`src/rtl/seg_display_engine.sv`:
```
`default_nettype none
// ============================================================================
//  Module      : seg_display_engine
//  Description : Clocked binary-to-seven-segment engine for a bank of HEX
//                displays. A binary value is captured on an accepted load and
//                converted serially with shift-and-add-3 (double dabble), one
//                bit per clock. The result is shown as registered, active-low
//                segment patterns with optional leading-zero blanking and an
//                overflow indication (all dashes).
//  Ports       : clk       - system clock, all state changes on rising edge
//                reset     - synchronous, active-high reset
//                value     - unsigned binary input, sampled on accepted load
//                load      - start request, accepted only while busy is low
//                busy      - conversion in progress
//                done      - one-cycle pulse when segs/overflow update
//                overflow  - last converted value was >= 10^DIGITS
//                segs      - digit i on segs[7i+6:7i], bit 6 = g .. bit 0 = a,
//                            active low (0 = lit)
//  Revision    : 1.0 - initial release
// ============================================================================
module seg_display_engine #(
    parameter int WIDTH    = 20,
    parameter int DIGITS   = 6,
    parameter int BLANK_LZ = 1
) (
    input  logic                  clk,
    input  logic                  reset,
    input  logic [WIDTH-1:0]      value,
    input  logic                  load,
    output logic                  busy,
    output logic                  done,
    output logic                  overflow,
    output logic [7*DIGITS-1:0]   segs
);

    localparam int c_BCDW = 4 * DIGITS;
    localparam int c_CNTW = (WIDTH > 1) ? $clog2(WIDTH) : 1;
    localparam logic [c_CNTW-1:0] c_CNT_LAST = c_CNTW'(WIDTH - 1);

    localparam logic [6:0] c_SEG_BLANK = 7'b1111111;
    localparam logic [6:0] c_SEG_DASH  = 7'b0111111;

    typedef enum logic [1:0] {
        S_IDLE   = 2'd0,
        S_SHIFT  = 2'd1,
        S_FINISH = 2'd2
    } state_t;

    state_t                r_state;
    state_t                w_state_nxt;

    logic [WIDTH-1:0]      r_bin;
    logic [c_BCDW-1:0]     r_bcd;
    logic                  r_carry;
    logic [c_CNTW-1:0]     r_cnt;
    logic [7*DIGITS-1:0]   r_segs;
    logic                  r_ovf;
    logic                  r_done;

    logic [c_BCDW-1:0]     w_bcd_adj;
    logic [7*DIGITS-1:0]   w_segs_nxt;
    // w_hz[k] : digits k..DIGITS-1 of the finished BCD value are all zero
    logic [DIGITS:1]       w_hz;

    // ------------------------------------------------------------------
    // Segment decoder (gfedcba, active low). Nibbles never exceed 9, so
    // the default arm is unreachable and only keeps the decode total.
    // ------------------------------------------------------------------
    function automatic logic [6:0] f_seg7(input logic [3:0] i_d);
        logic [6:0] v_s;
        case (i_d)
            4'd0:    v_s = 7'b1000000;
            4'd1:    v_s = 7'b1111001;
            4'd2:    v_s = 7'b0100100;
            4'd3:    v_s = 7'b0110000;
            4'd4:    v_s = 7'b0011001;
            4'd5:    v_s = 7'b0010010;
            4'd6:    v_s = 7'b0000010;
            4'd7:    v_s = 7'b1111000;
            4'd8:    v_s = 7'b0000000;
            4'd9:    v_s = 7'b0011000;
            default: v_s = c_SEG_BLANK;
        endcase
        return v_s;
    endfunction

    // ------------------------------------------------------------------
    // FSM state register
    // ------------------------------------------------------------------
    always_ff @(posedge clk) begin
        if (reset) begin
            r_state <= S_IDLE;
        end else begin
            r_state <= w_state_nxt;
        end
    end

    // ------------------------------------------------------------------
    // FSM next-state logic
    // ------------------------------------------------------------------
    always_comb begin
        w_state_nxt = r_state;
        case (r_state)
            S_IDLE: begin
                if (load) begin
                    w_state_nxt = S_SHIFT;
                end
            end
            S_SHIFT: begin
                if (r_cnt == c_CNT_LAST) begin
                    w_state_nxt = S_FINISH;
                end
            end
            S_FINISH: begin
                w_state_nxt = S_IDLE;
            end
            default: begin
                w_state_nxt = S_IDLE;
            end
        endcase
    end

    // ------------------------------------------------------------------
    // Add-3 correction: every nibble >= 5 gets +3 before the shift so that
    // doubling it carries correctly into the next decimal digit.
    // ------------------------------------------------------------------
    genvar gi;
    generate
        for (gi = 0; gi < DIGITS; gi++) begin : g_adj
            assign w_bcd_adj[4*gi +: 4] = (r_bcd[4*gi +: 4] >= 4'd5)
                                        ? (r_bcd[4*gi +: 4] + 4'd3)
                                        : r_bcd[4*gi +: 4];
        end
    endgenerate

    // ------------------------------------------------------------------
    // Display pattern for the finished conversion. Leading-zero detection
    // runs from the most significant digit downwards; digit 0 is always
    // shown. Overflow overrides everything with dashes.
    // ------------------------------------------------------------------
    assign w_hz[DIGITS] = 1'b1;

    generate
        for (gi = 0; gi < DIGITS; gi++) begin : g_dig
            if (gi > 0) begin : g_hz
                assign w_hz[gi] = w_hz[gi+1] & (r_bcd[4*gi +: 4] == 4'd0);
            end

            if (gi == 0) begin : g_lsd
                assign w_segs_nxt[6:0] = r_carry ? c_SEG_DASH
                                                 : f_seg7(r_bcd[3:0]);
            end else begin : g_msd
                assign w_segs_nxt[7*gi +: 7] =
                    r_carry                        ? c_SEG_DASH  :
                    ((BLANK_LZ != 0) && w_hz[gi])  ? c_SEG_BLANK :
                                                     f_seg7(r_bcd[4*gi +: 4]);
            end
        end
    endgenerate

    // ------------------------------------------------------------------
    // Datapath: capture, serial conversion and output registers
    // ------------------------------------------------------------------
    always_ff @(posedge clk) begin
        if (reset) begin
            r_bin   <= '0;
            r_bcd   <= '0;
            r_carry <= 1'b0;
            r_cnt   <= '0;
            r_segs  <= '1;
            r_ovf   <= 1'b0;
            r_done  <= 1'b0;
        end else begin
            r_done <= (r_state == S_FINISH);
            case (r_state)
                S_IDLE: begin
                    if (load) begin
                        r_bin   <= value;
                        r_bcd   <= '0;
                        r_carry <= 1'b0;
                        r_cnt   <= '0;
                    end
                end
                S_SHIFT: begin
                    // The BCD MSB leaving the register means the value needs
                    // more digits than are available: remember it as overflow.
                    {r_bcd, r_bin} <= {w_bcd_adj[c_BCDW-2:0], r_bin, 1'b0};
                    r_carry        <= r_carry | w_bcd_adj[c_BCDW-1];
                    r_cnt          <= r_cnt + 1'b1;
                end
                S_FINISH: begin
                    r_segs <= w_segs_nxt;
                    r_ovf  <= r_carry;
                end
                default: begin
                end
            endcase
        end
    end

    assign busy     = (r_state != S_IDLE);
    assign done     = r_done;
    assign overflow = r_ovf;
    assign segs     = r_segs;

endmodule
`default_nettype wire
```
`config.mk`:
```
export PLATFORM = sky130hd
export DESIGN_NAME = seg_display_engine
export DESIGN_NICKNAME = d
export VERILOG_FILES = /design/src/rtl/seg_display_engine.sv
export SDC_FILE = /design/constraint.sdc
export NUM_CORES = 1
export LEC_CHECK = 0
export ABC_AREA = 1
export BUFFER_PORTS_ARGS = -buffer_cell sky130_fd_sc_hd__buf_2
export CAP_MARGIN = 15
export CORE_MARGIN = 3
export CORE_UTILIZATION = 50
export CTS_CLUSTER_DIAMETER = 100
export DETAILED_ROUTE_END_ITERATION = 16
export GPL_TIMING_DRIVEN = 0
export PLACE_DENSITY_LB_ADDON = 0.2
export SLEW_MARGIN = 20
export SYNTH_ARGS = -nofsm -noshare
export SYNTH_HDL_FRONTEND = slang
export SYNTH_SLANG_ARGS = --single-unit
```
`constraint.sdc`:
```
create_clock -name clk -period 4.4 [get_ports clk]
set_input_delay 0.88 -clock clk [delete_from_list [all_inputs] [get_ports clk]]
set_output_delay 0.88 -clock clk [all_outputs]
set_load 0.02 [all_outputs]
```
Word-level counts from Yosys, hierarchy flattened
Memory sizes are Yosys's and may differ from the RTL's. A register that Yosys moved wholly into a read port is not among the register bits.
Cells that the tools add are included.
{"block": "op_classes", "n_addsub": 7, "mux": 40, "n_reduce_logical": 10, "bitwise_logic": 5, "eq_ne": 5, "order_cmp": 6}
{"cell": "$mux W7", "count": 11}
{"cell": "$mux W4", "count": 18}
{"cell": "$pmux W24 S2", "count": 1}
{"cell": "$pmux W20 S2", "count": 1}
{"cell": "$add A4 B2 Y4 const B", "count": 6}
{"cell": "$ge A4 B3 Y1 const B", "count": 6}
{"cell": "$mux W24", "count": 1}
{"cell": "$logic_not A4 Y1", "count": 5}
{"cell": "$mux W20", "count": 1}
{"cell": "$pmux W5 S2", "count": 1}
{"cell": "$add A5 B1 Y5 const B", "count": 1}
{"cell": "$eq A5 B5 Y1 const B", "count": 1}
{"cell": "$mux W5", "count": 1}
{"cell": "$and A1 B1 Y1", "count": 4}
{"cell": "$mux W2", "count": 2}
{"cell": "$ne A2 B2 Y1 const B", "count": 2}
{"cell": "$pmux W2 S2", "count": 1}
{"cell": "$reduce_and A2 Y1", "count": 2}
{"cell": "$reduce_bool A2 Y1", "count": 2}
{"cell": "$eq A2 B1 Y1 const B", "count": 1}
{"cell": "$eq A2 B2 Y1 const B", "count": 1}
{"cell": "$logic_not A2 Y1", "count": 1}
{"cell": "$pmux W1 S2", "count": 1}
{"cell": "$mux W1", "count": 1}
{"cell": "$or A1 B1 Y1", "count": 1}
{"block": "totals", "wordCells": 87, "out_inout_bits": 45, "ff_bits": 96, "mem_bits_ro": 672, "n_memories": 6, "input_bits": 23}
{"memory": "(name not given)", "depth": 16, "word_bits": 7, "read_ports": 1, "rd_ports_with_merged_regs": 1, "write_ports": 0, "line_no": "71", "text": "case (i_d)"}
{"memory": "(name not given)", "depth": 16, "word_bits": 7, "read_ports": 1, "rd_ports_with_merged_regs": 1, "write_ports": 0, "line_no": "71"}
{"memory": "(name not given)", "depth": 16, "word_bits": 7, "read_ports": 1, "rd_ports_with_merged_regs": 1, "write_ports": 0, "line_no": "71"}
{"memory": "(name not given)", "depth": 16, "word_bits": 7, "read_ports": 1, "rd_ports_with_merged_regs": 1, "write_ports": 0, "line_no": "71"}
{"memory": "(name not given)", "depth": 16, "word_bits": 7, "read_ports": 1, "rd_ports_with_merged_regs": 1, "write_ports": 0, "line_no": "71"}
{"memory": "(name not given)", "depth": 16, "word_bits": 7, "read_ports": 1, "rd_ports_with_merged_regs": 1, "write_ports": 0, "line_no": "71"}

Longest topological paths before layout
Gate-level depths: netlist of the first run.
{"block": "logic_depth", "word_depth": 7, "ltp_mapped": 15}

Worst setup path before layout of the first run
OpenSTA, ideal clock, no wires.
{"block": "synth_path", "path_kind": "input to register", "startpoint": "input port load", "endpoint": "register (tool-made name)", "t_required_ns": 4.287, "stages": 11, "t_arrival_ns": 2.184, "setup_slack_ns": 2.104, "path_cell_list": "nand2_1 > nand2_1 > buf_6 > o21ai_0 > nand2_1 > inv_1 > ha_1 > nand3_1 > nand2_1 > nand2_1 > nand2_1"}
{"item": "start, declared", "line_no": "29", "text": "input logic load,"}

==> summary.md, run 1 <==
| Metric | Value |
|---|---|
| Ant diodes | `0` |
| CTS HTree Levels | `4` |
| Post-synth top area cell | `dfxtp_1` |
| Post-synth EDFFs | `0` |
| NetSw | `584 uW` |
| CTS tree | `yes` |
| Non-Filler Instances | `1115` |
| Max Cap Violations | `0` |
| Total global routing overflow | `0` |
| Post-CTS setup buffers | `0` |
| Post-route setup slack | `2.01 ns` |
| Avg Cell Area, Syn | `7.62 sq um` |
| Drt first pass iters | `5` |
| Unique masters post-synth | `36` |
| First-pass GRT wire length | `24400 microns` |
| Clock slew at reported path FFs | `roughly 0.05 ns` |
| VDD IR max | `0.369 mV` |
| Area growth syn-to-layout | `16.9%` |
| Pwr/cell area | `approximately 360 nW/um^2` |
| Status | `complete, no violations` |
| Most frequent cells in the layout | `285 x nand2_1, 138 x dfxtp_1, 78 x buf_2, 62 x inv_1, 59 x nand3_1` |
| Post-DP Area | `7040 sq um` |
| Fmax | `418 MHz` |
| Placer Congestion | `0.849` |
| Post_cts resized | `0` |
| Clock latency on the worst-skew pair | `0.42 ns` |
| Antenna violations before repair | `0` |
| Most common cell after layout, fill and taps aside | `nand2_1` |
| Post-Syn Area | `6490 sq um` |
| R2R cell count | `13` |
| Internal cell power | `2170 uW` |
| Total wire length | `14600 microns` |
| Share of cells above drive strength 1 | `16.3%` |
| Max Slew Vio Count | `0` |
| RSZ-0062 raised after global routing | `no` |
| Clk_skew | `0.0112 ns` |
| Initial core utilization | `52.5%` |
| CTS Buf Count | `17` |
| Die H | `120 microns` |
| Nets | `1009` |
| DRC violations left | `0` |
| Vias | `5715` |
| Comb power frac | `under 10%` |
| CORE AREA | `12400 sq um` |
| Synth top area share | `between 40% and 50%` |
| Final hold viol count | `0` |
| GRT Resource Usage Total | `a little over a fifth` |
| Critical path class | `in2reg` |
| Reg power frac | `~47%` |
| Clk sink count | `138` |
| Slew @ Worst Pin | `0.615 ns` |
| Final instance area | `7590 sq um` |
| Final antenna-violating net count | `0` |
| Clock Power Share | `about half` |
| Die width | `120 microns` |
| WHS Path Cells | `2` |
| Top_reg_cell synth | `dfxtp_1` |
| Final period util | `54.3%` |
| Row cnt | `40` |
| Type of destination of the critical path | `register` |
| Post-place setup slack | `1.61 ns` |
| Critical Path Start Type | `input port` |
| CTS Hold Bufs | `0` |
| Clock Path Buffers | `2` |
| CTS root buf | `clkbuf_16` |
| Final setup fails | `0` |
| Largest net degree at the start of global routing | `17` |
| Placed cell count | `1087` |
| Wirelength per Cell | `13.1 microns` |
| Hpwl dp | `just over 10000 microns` |
| Asr flop ratio synth | `0%` |
| Synthesized Nets | `around 920` |
| PortBufs | `67` |
| Num ports | `68` |
| Final min period | `2.39 ns` |
| Vias per cell | `5.13` |
| Data arrival time of the worst path | `2.70 ns` |
| Cells after Synth | `~850` |
| Synth top area cells | `dfxtp_1 43%, nand2_1 16%, ha_1 9.3%` |
| Initial DRC Count | `316` |
| P_leak | `0.00367 uW` |
| Yosys Warn Count | `0` |
| Fin Setup TNS | `0 ns` |
| #FFs+latches synth | `138` |
| Seq/Total Area, Yosys | `42.6%` |
| Max-slew headroom | `about three fifths` |
| Switching part of the total | `21.2%` |
| CP max FO | `10` |
| Number of global-route vias before repair | `5245` |
| CP required | `4.71 ns` |
| Worst Hold Class | `reg2reg` |
| Die ar. | `14400 sq um` |
[Yosys cell counts, drive strengths merged (2+ instances only)]
cell type,instances
a21oi,22
a22oi,2
a31oi,20
buf,21
clkbuf,10
dfxtp,138
ha,48
inv,73
nand2,297
nand3,59
nand3b,10
nand4,13
nor2,43
nor3,5
o21ai,49
o21bai,2
o22ai,31
xor2,4
[per-layer routing]
layer,vias up,global-route usage (%),part of all wire [%]
li1,2964,-,-
met1,2581,27.1,47
met2,142,33.9,45
met3,28,6.08,5.8
met4,0,7.44,1.9
met5,-,0,0
[per-stage QoR]
| stage | utilization [%] | hold slack [ns] | power, uW |
|---|---|---|---|
| 2_1_floorplan | - | 0.416 | 1390 |
| 3_3_place_gp | 56.9 | 0.422 | 1440 |
| 3_5_place_dp | 56.9 | 0.432 | 1440 |
| 4_1_cts | 61.4 | 0.444 | 2780 |
| 5_1_grt | 61.4 | 0.464 | 2840 |
| 6_report | 61.4 | 0.437 | 2750 |
[worst paths after layout]
check / from / endpoint / slack [ns]
max: reset / register / 2.01
max reg2reg: r_bcd[16]$_SDFFE_PP0N_ / register / 2.10
min: register / segs[26]$_SDFFE_PP1P_ / 0.44
min reg2reg: register / segs[26]$_SDFFE_PP1P_ / 0.44
[cell families after synthesis]
family	synth area share [%]
XOR/XNOR	0.540
adder cells (fa/ha/maj)	9.25
AND/OR/NAND/NOR	28.1
AO/OA/AOI/OAI	12.2
flip-flops	42.6
buffers and inverters	7.34
[power by group through the flow]
stage / Sequential [uW] / Clock, uW / Combinational [uW]
2_1_floorplan: 1300 / 0 / 86.2
3_3_place_gp: 1310 / 0 / 129
3_5_place_dp: 1310 / 0 / 129
4_1_cts: 1280 / 1370 / 130
5_1_grt: 1280 / 1420 / 144
6_report: 1280 / 1340 / 129
[worst max-delay path: stages]
cell	delay (ns)
buf_2	0.16
buf_6	0.17
inv_4	0.12
buf_4	0.24
buf_2	0.29
nand2_1	0.20
inv_1	0.14
ha_1	0.25
nand3_1	0.09
nand2_1	0.05
nand2_1	0.06
nand2_1	0.05
[layout make-up]
| cell class | count | area, sq um |
|---|---|---|
| flip-flops and latches | 138 | 2760 |
| clock inverters | 2 | 35.0 |
| multi-input cells | 609 | 3250 |
| plain buffers | 31 | 194 |
| clock buffers | 26 | 519 |
| well taps | 168 | 210 |
| fillers | 1187 | 4770 |
| inverters | 74 | 283 |
| repair buffers | 67 | 335 |
Note: power is estimated with default switching activity, not from simulation.
==> run 2, diff against run 1 <==
--- a/config.mk
+++ b/config.mk
@@ -5,7 +5,7 @@
 export SDC_FILE = /design/constraint.sdc
 export NUM_CORES = 1
 export LEC_CHECK = 0
-export ABC_AREA = 1
+export ABC_AREA = 0
 export BUFFER_PORTS_ARGS = -buffer_cell sky130_fd_sc_hd__buf_2
 export CAP_MARGIN = 15
 export CORE_MARGIN = 3
==> constraint.sdc (replaced) <==
create_clock -name clk -period 2.06 [get_ports clk]
set_input_delay 0.412 -clock clk [delete_from_list [all_inputs] [get_ports clk]]
set_output_delay 0.412 -clock clk [all_outputs]
set_load 0.02 [all_outputs]
==> run 2 against run 1 <==
The flow now finishes with violations (setup timing). Die area grew 3.9%. Register-to-register slack lost 2.3 ns. Hold slack lost 0.19 ns. Combinational power grew to 3.6 times the previous value. Sequential power grew 110%. Cell area grew 30%. Largest cell class unchanged. Cell count grew 0.99%. Synthesized area grew 4.1%.
==> summary.md, run 2 <==
| Metric | Value |
|---|---|
| Critical path class | `reg2reg (was in2reg)` |
| Post-Route M1 WL | `8870 microns (was 6850 microns)` |
| Reg2reg start | `r_bcd[9]$_SDFFE_PP0N_ (was r_bcd[16]$_SDFFE_PP0N_)` |
| Die ar. | `14900 sq um (was 14400 sq um)` |
| Worst path top cell family by delay | `compound AO/OA/AOI/OAI gates (was buffers and inverters)` |
| Synthesized Nets | `862 (was 923)` |
| Multiplexer area fraction after synthesis | `1.48% (was 0%)` |
| PortBufs | `67 (unchanged)` |
| CORE AREA | `12900 sq um (was 12400 sq um)` |
| Synth Area in Simple Gates | `20.6% (was 28.1%)` |
| VDD IR max | `0.529 mV (was 0.369 mV)` |
| Wirelength per Cell | `21.1 microns (was 13.1 microns)` |
| Avg Cell Area, Syn | `8.54 sq um (was 7.62 sq um)` |
| Post-place setup slack | `-0.756 ns (was 1.61 ns)` |
| CTS root buf | `clkbuf_16 (unchanged)` |
| RSZ-0062 raised after global routing | `yes (was no)` |
| Cell at the slowest stage of the critical path | `a2111o_1 (was buf_2)` |
| Most common cell after layout, fill and taps aside | `dfxtp_1 (was nand2_1)` |
| Post-synth top cells | `138 x dfxtp_1, 108 x nand2_1, 58 x nor2_1 (was 285 x nand2_1, 138 x dfxtp_1, 62 x inv_1)` |
| Ant diodes | `0 (unchanged)` |
| Fmax | `438 MHz` |
| Unique masters post-synth | `70 (was 36)` |
| Clock Path Buffers | `2 (unchanged)` |
| Type of destination of the critical path | `register (unchanged)` |
| Antenna violations before repair | `0 (unchanged)` |
| Final hold viol count | `0 (unchanged)` |
| Yosys Warn Count | `0 (unchanged)` |
| Worst path cell trace | `inv_2, ha_1, nand2b_4, a2111o_1, a31oi_4, ha_4, o41ai_4, a21oi_1, a21oi_1 (was buf_2, buf_6, inv_4, buf_4, buf_2, nand2_1, inv_1, ha_1, nand3_1, nand2_1, nand2_1, nand2_1)` |
| Asr flop ratio synth | `0% (unchanged)` |
| Post-route setup slack | `-0.223 ns (was 2.01 ns)` |
| Final setup fails | `38 (was 0)` |
| Failing checks | `setup timing` |
| CTS HTree Levels | `4 (unchanged)` |
| Largest net degree at the start of global routing | `17 (unchanged)` |
| Clk sink count | `138 (unchanged)` |
| DRC violations left | `0 (unchanged)` |
| Met3 WL | `1990 microns (was 850 microns)` |
| Most frequent cells in the layout | `117 x dfxtp_1, 101 x nand2_1, 71 x buf_2, 69 x buf_4, 51 x nor2_1 (was 285 x nand2_1, 138 x dfxtp_1, 78 x buf_2, 62 x inv_1, 59 x nand3_1)` |
| CP required | `2.37 ns (was 4.71 ns)` |
| Placer Congestion | `0.953 (was 0.849)` |
| Area growth syn-to-layout | `45.9% (was 16.9%)` |
| CTS Hold Bufs | `0 (unchanged)` |
| GRT Resource Usage Total | `27.5% (was 21.1%)` |
| Hold_sp | `value[6]` |
| Synth top area share | `40.9% (was 42.6%)` |
| Critical Path Start Type | `register (was input port)` |
| CP startpoint | `r_bcd[9]$_SDFFE_PP0N_ (was reset)` |
| Final min period | `2.28 ns` |
| FILL cells | `807 (was 1187)` |
| Synth top area cells | `dfxtp_1 41%, ha_1 8.9%, nand2_1 6.0% (was dfxtp_1 43%, nand2_1 16%, ha_1 9.3%)` |
| Vias | `7034 (was 5715)` |
| Die width | `122 microns (was 120 microns)` |
| Status | `complete, but fails checks (was complete, no violations)` |
| Main combinational cell family by area after synthesis | `compound AO/OA/AOI/OAI gates (was simple AND/OR/NAND/NOR gates)` |
| Initial core utilization | `52.3% (was 52.5%)` |
| Clk_skew | `0.0109 ns (was 0.0112 ns)` |
| Total global routing overflow | `0 (unchanged)` |
| Slew @ Worst Pin | `0.777 ns (was 0.615 ns)` |
| Drt first pass iters | `5 (unchanged)` |
| CP max FO | `3 (was 10)` |
| Final core occ | `76.3% (was 61.4%)` |
| Die H | `122 microns (was 120 microns)` |
| CTS Buf Count | `17 (unchanged)` |
| CTS tree | `yes (unchanged)` |
| Share of cells above drive strength 1 | `42.3% (was 16.3%)` |
| Compound-Gate Fraction of Synth Area | `21.9% (was 12.2%)` |
| Max Cap Violations | `0 (unchanged)` |
| Max Slew Vio Count | `0 (unchanged)` |
| Post-Syn Area | `6760 sq um (was 6490 sq um)` |
| Top_reg_cell synth | `dfxtp_1 (unchanged)` |
| Hpwl dp | `12800 microns (was 10400 microns)` |
| Cells after Synth | `791 (was 852)` |
| #FFs+latches synth | `138 (unchanged)` |
| P_leak | `0.00393 uW (was 0.00367 uW)` |
| Data arrival time of the worst path | `2.59 ns (was 2.70 ns)` |
| Seq/Total Area, Yosys | `40.9% (was 42.6%)` |
| Highest routed metal layer | `met4 (unchanged)` |
| Met2 Wirelength | `11400 microns (was 6650 microns)` |
| Pwr/cell area | `650 nW/um^2 (was 363 nW/um^2)` |
| Post-synth top area cell | `dfxtp_1 (unchanged)` |
| Adder-Cell Fraction of Synth Area | `8.89% (was 9.25%)` |
| Nets | `1013 (was 1009)` |
| Total wire length | `23800 microns (was 14600 microns)` |
| Max-slew headroom | `48.2% (was 59.0%)` |
| Clock latency on the worst-skew pair | `0.43 ns (was 0.42 ns)` |
| Clock slew at reported path FFs | `0.06 ns (was 0.05 ns)` |
| Post-synth EDFFs | `0 (unchanged)` |
| Final antenna-violating net count | `0 (unchanged)` |
| Number of global-route vias before repair | `6529 (was 5245)` |
| First-pass GRT wire length | `32200 microns (was 24400 microns)` |
| Row cnt | `41 (was 40)` |
| Num ports | `68 (unchanged)` |
| Xor/xnor share of the synthesized area | `0.518% (was 0.540%)` |
| Final period util | `111%` |
| CP most frequent cell | `a21oi_1 (was nand2_1)` |
| Initial DRC Count | `774 (was 316)` |
| Worst Hold Class | `in2reg (was reg2reg)` |
| CP bufs+invs | `1 (was 6)` |
| Vias per cell | `6.25 (was 5.13)` |
| CP peak stage delay | `0.44 ns (was 0.29 ns)` |
| Most frequent cell after synthesis | `dfxtp_1 (was nand2_1)` |
run 2: cell count changes after synthesis, moves of 15 or more:
cell,change
a21oi_1,+22
a311oi_1,+21
clkbuf_1,+24
inv_1,-22
nand2_1,-177
nand2b_1,+15
nand3_1,-40
nor2_1,+18
nor3_1,+22
run 2: repair_timing:
action                                  in CTS  in global routing
setup buffers                               43                 36
pin swaps                                   52                 59
gates resized for setup                    144                145
endpoints found under the setup margin     105                 71
run 2: final cells by class:
type / count / area [sq um] / area share, %
sequential: 138 / 2810 / 28.5
buffer: 38 / 235 / 2.39
timing repair buffer: 146 / 981 / 9.95
tap: 172 / 215 / 2.18
multi-input combinational: 554 / 4790 / 48.6
clock buffer: 21 / 480 / 4.87
clock inverter: 10 / 139 / 1.41
inverter: 47 / 209 / 2.12
run 2: logic make-up (layout without fill, tap and decap cells):
group,after synthesis,in the layout
AND/OR/NAND/NOR,287,287
AO/OA/AOI/OAI,205,205
adder cells (fa/ha/maj),48,48
buffers and inverters,99,262
multiplexers,10,10
XOR/XNOR,4,4
flip-flops,138,138
run 2: stage by stage:
stage / hold WS [ns] / instances / area (sq um) / total power, uW / setup TNS [ns]
after CTS: 0.232 / 1096 / 8970 / 6350 / -0.232
after global routing: 0.253 / 1126 / 9860 / 6560 / -5.55
after detailed placement: 0.424 / 1030 / 7460 / 3120 / -30.36
final: 0.242 / 1126 / 9860 / 6410 / -3.07
after global placement: 0.418 / 1030 / 7460 / 3110 / -27.14
after floorplan: 0.413 / 791 / 6910 / 3000 / -0.209
run 2: metal layers:
metal	up-vias	global-route usage [%]
met5	-	0
met4	0	14.1
met3	142	7.05
met2	443	46.8
met1	3320	31.9
li1	3129	-
run 2: final timing paths:
path / endpoint / slack [ns] / cells after the start
min reg2reg: segs[12]$_SDFFE_PP1P_ / 0.43 / 1
min: r_bin[6]$_SDFFE_PP0N_ / 0.24 / 3
max reg2reg: register / -0.22 / 9
max: register / -0.22 / 9
run 2: worst register-to-register path: stages (launching register included):
cell and delay [ns]:
dfxtp_2 0.34, inv_2 0.07, ha_1 0.25, nand2b_4 0.18, a2111o_1 0.44, a31oi_4 0.27, ha_4 0.21, o41ai_4 0.09
a21oi_1 0.21, a21oi_1 0.10
run 2: where the power goes:
part,total (uW),internal (uW),switching [uW]
Sequential,2730,2710,26.3
Clock,3210,2030,1190
Combinational,466,180,287
Total,6410,4910,1500
==> run 3, diff against run 2 <==
==> constraint.sdc (replaced) <==
create_clock -name clk -period 2.4 [get_ports clk]
set_input_delay 0.36 -clock clk [delete_from_list [all_inputs] [get_ports clk]]
set_output_delay 0.36 -clock clk [all_outputs]
set_load 0.01 [all_outputs]
==> run 3 against run 2 <==
The flow now finishes without violations. Combinational power is 32% lower. Flip-flop and latch count stayed put. Cell count is 4.5% lower. Power decreased by 19%. Hold slack worse by 0.047 ns. Setup slack improved by 0.26 ns. Core utilization fell by 12 points. Clock power shrank 21%. Register-to-register slack improved by 0.27 ns. Critical path type is now in2reg. Largest cell class unchanged. Highest routed layer unchanged.
==> summary.md, run 3 (synthesis results as in run 2) <==
| Metric | Value |
|---|---|
| Status | `complete, no violations (was complete, but fails checks)` |
| Worst path top cell family by delay | `buffers and inverters (was compound AO/OA/AOI/OAI gates)` |
| Number of global-route vias before repair | `6038 (was 6529)` |
| Initial core utilization | `52.3% (unchanged)` |
| Switching part of the total | `22.6% (was 23.4%)` |
| Internal cell power | `4040 uW (was 4910 uW)` |
| Nets | `962 (was 1013)` |
| CP peak stage delay | `0.44 ns (about the same)` |
| Share of cells above drive strength 1 | `22.8% (was 42.3%)` |
| CP required | `2.74 ns (was 2.37 ns)` |
| Clock Power Share | `48.8% (was 50.1%)` |
| Die ar. | `14900 sq um (unchanged)` |
| Pwr Total | `5220 uW (was 6410 uW)` |
| GRT Resource Usage Total | `24.9% (was 27.5%)` |
| Num ports | `68 (unchanged)` |
| Clock Path Buffers | `2 (unchanged)` |
| FILL cells | `1103 (was 807)` |
| Max Cap Violations | `0 (unchanged)` |
| Fmax | `423 MHz` |
| Die H | `122 microns (unchanged)` |
| Clk sink count | `138 (unchanged)` |
| Slew @ Worst Pin | `0.791 ns (was 0.777 ns)` |
| Max-slew headroom | `47.2% (was 48.2%)` |
| Min Hold Slack | `0.195 ns (was 0.242 ns)` |
| RSZ-0062 raised after global routing | `yes (unchanged)` |
| Clock latency on the worst-skew pair | `0.42 ns (was 0.43 ns)` |
| CTS tree | `yes (unchanged)` |
| CP bufs+invs | `4 (was 1)` |
| Final period util | `between 90% and 100%` |
| Clock slew at reported path FFs | `0.06 ns (about the same)` |
| Die width | `122 microns (unchanged)` |
| Clk_skew | `0.00893 ns (was 0.0109 ns)` |
| Area growth syn-to-layout | `23.3% (was 45.9%)` |
| Largest net degree at the start of global routing | `17 (unchanged)` |
| Final antenna-violating net count | `0 (unchanged)` |
| First-pass GRT wire length | `29400 microns (was 32200 microns)` |
| Final min period | `2.36 ns` |
| Row cnt | `41 (unchanged)` |
| Ant diodes | `0 (unchanged)` |
| Comb power frac | `6.1% (was 7.3%)` |
| Max Slew Vio Count | `0 (unchanged)` |
| Final hold viol count | `0 (unchanged)` |
| Worst Hold Class | `in2reg (unchanged)` |
| Placer Congestion | `0.934 (was 0.953)` |
| Most frequent cells in the layout | `127 x dfxtp_1, 106 x nand2_1, 71 x buf_2, 53 x nor2_1, 43 x ha_1 (was 117 x dfxtp_1, 101 x nand2_1, 71 x buf_2, 69 x buf_4, 51 x nor2_1)` |
| Most common cell after layout, fill and taps aside | `dfxtp_1 (unchanged)` |
| NetSw | `1180 uW (was 1500 uW)` |
| Vias per cell | `5.84 (was 6.25)` |
| Wirelength per Cell | `17.2 microns (was 21.1 microns)` |
| Antenna violations before repair | `0 (unchanged)` |
| CTS HTree Levels | `4 (unchanged)` |
| Non-Filler Instances | `1075 (was 1126)` |
| Vias | `6276 (was 7034)` |
| DRC violations left | `0 (unchanged)` |
| CP most frequent cell | `clkbuf_2 (was a21oi_1)` |
| P_leak | `0.00345 uW (was 0.00393 uW)` |
| Final setup fails | `0 (was 38)` |
| Type of destination of the critical path | `register (unchanged)` |
| Pwr/cell area | `626 nW/um^2 (was 650 nW/um^2)` |
| Worst path cell trace | `buf_2, clkbuf_2, clkbuf_2, clkbuf_2, a31oi_4, ha_2, o41ai_2, a21oi_1, a21oi_1 (was inv_2, ha_1, nand2b_4, a2111o_1, a31oi_4, ha_4, o41ai_4, a21oi_1, a21oi_1)` |
| CP max FO | `10 (was 3)` |
| Drt first pass iters | `6 (was 5)` |
| CTS Hold Bufs | `0 (unchanged)` |
| CTS root buf | `clkbuf_16 (unchanged)` |
| Cell at the slowest stage of the critical path | `clkbuf_2 (was a2111o_1)` |
| Data arrival time of the worst path | `2.70 ns (was 2.59 ns)` |
| Hpwl dp | `12800 microns (about the same)` |
| CORE AREA | `12900 sq um (unchanged)` |
| CTS Buf Count | `17 (unchanged)` |
| VDD IR max | `0.451 mV (was 0.529 mV)` |
| Total global routing overflow | `0 (unchanged)` |
| Critical path class | `in2reg (was reg2reg)` |
| Placed cell count | `1030 (unchanged)` |
| PortBufs | `67 (unchanged)` |
| Initial DRC Count | `478 (was 774)` |
| Critical Path Start Type | `input port (was register)` |
| Total wire length | `18500 microns (was 23800 microns)` |
| Reg power frac | `45.1% (was 42.6%)` |
-- run 3: cell types whose count changed in the layout (fill, tap and decap cells not counted), sizes merged --
cell / change
buf: -56
bufinv: -1
clkbuf: +7
clkinv: +2
clkinvlp: -1
inv: -2
-- run 3: worst reg2reg max path, cell delays in order, from the launching register on --
cell,delay [ns]
dfxtp_2,0.38
or3b_1,0.35
clkbuf_4,0.22
a2111o_1,0.41
o211a_2,0.21
ha_4,0.30
inv_1,0.04
mux2i_1,0.20
a21oi_1,0.10
-- run 3: power by group through the flow --
| stage | combinational (uW) | sequential [uW] | clock [uW] |
|---|---|---|---|
| after detailed placement | 267 | 2400 | 0 |
| after global routing | 346 | 2350 | 2690 |
| after floorplan | 168 | 2390 | 0 |
| after CTS | 283 | 2350 | 2580 |
| final | 319 | 2350 | 2550 |
| after global placement | 260 | 2400 | 0 |
-- run 3: repair_timing --
action | in CTS | in global routing
buffers inserted | 2 | 15
hold endpoints to repair | 0 | 0
gates resized for setup | 25 | 74
pin swaps | 2 | 15
cloned | 0 | 0
setup endpoints to repair | 53 | 73
-- run 3: per-layer routing --
metal	share of wire [%]	vias to the layer above	global-route usage [%]
met5	0	-	0
met4	2.6	0	11.5
met3	6.6	37	5.53
met2	49	238	41.2
met1	42	2967	30.9
li1	-	3034	-
-- run 3: final timing paths --
check	from	endpoint	slack (ns)	depth (start not counted)
max	reset	register	0.04	9
min	value[6]	r_bin[6]$_SDFFE_PP0N_	0.19	3
max reg2reg	r_state[0]$_SDFFE_PP0P_	register	0.05	8
min reg2reg	register	segs[12]$_SDFFE_PP1P_	0.44	1
-- run 3: area by class of cell --
class	instances	area (sq um)	area share (%)
timing repair buffer	84	467	5.60
multi-input combinational	554	3870	46.4
tap	172	215	2.58
sequential	138	2780	33.3
clock buffer	23	478	5.74
buffer	49	255	3.06
inverter	47	176	2.12
clock inverter	8	93.8	1.13
-- run 3: stage by stage --
stage	cell area [sq um]	util, %	setup TNS (ns)	worst slack [ns]
final	8330	64.5	0	0.0372
after global routing	8330	64.5	-0.157	-0.0608
after CTS	7970	61.7	-1.65	-0.229
after detailed placement	7310	56.5	-25.18	-0.927
after global placement	7310	56.5	-21.09	-0.825
after floorplan	6760	-	0	0.105
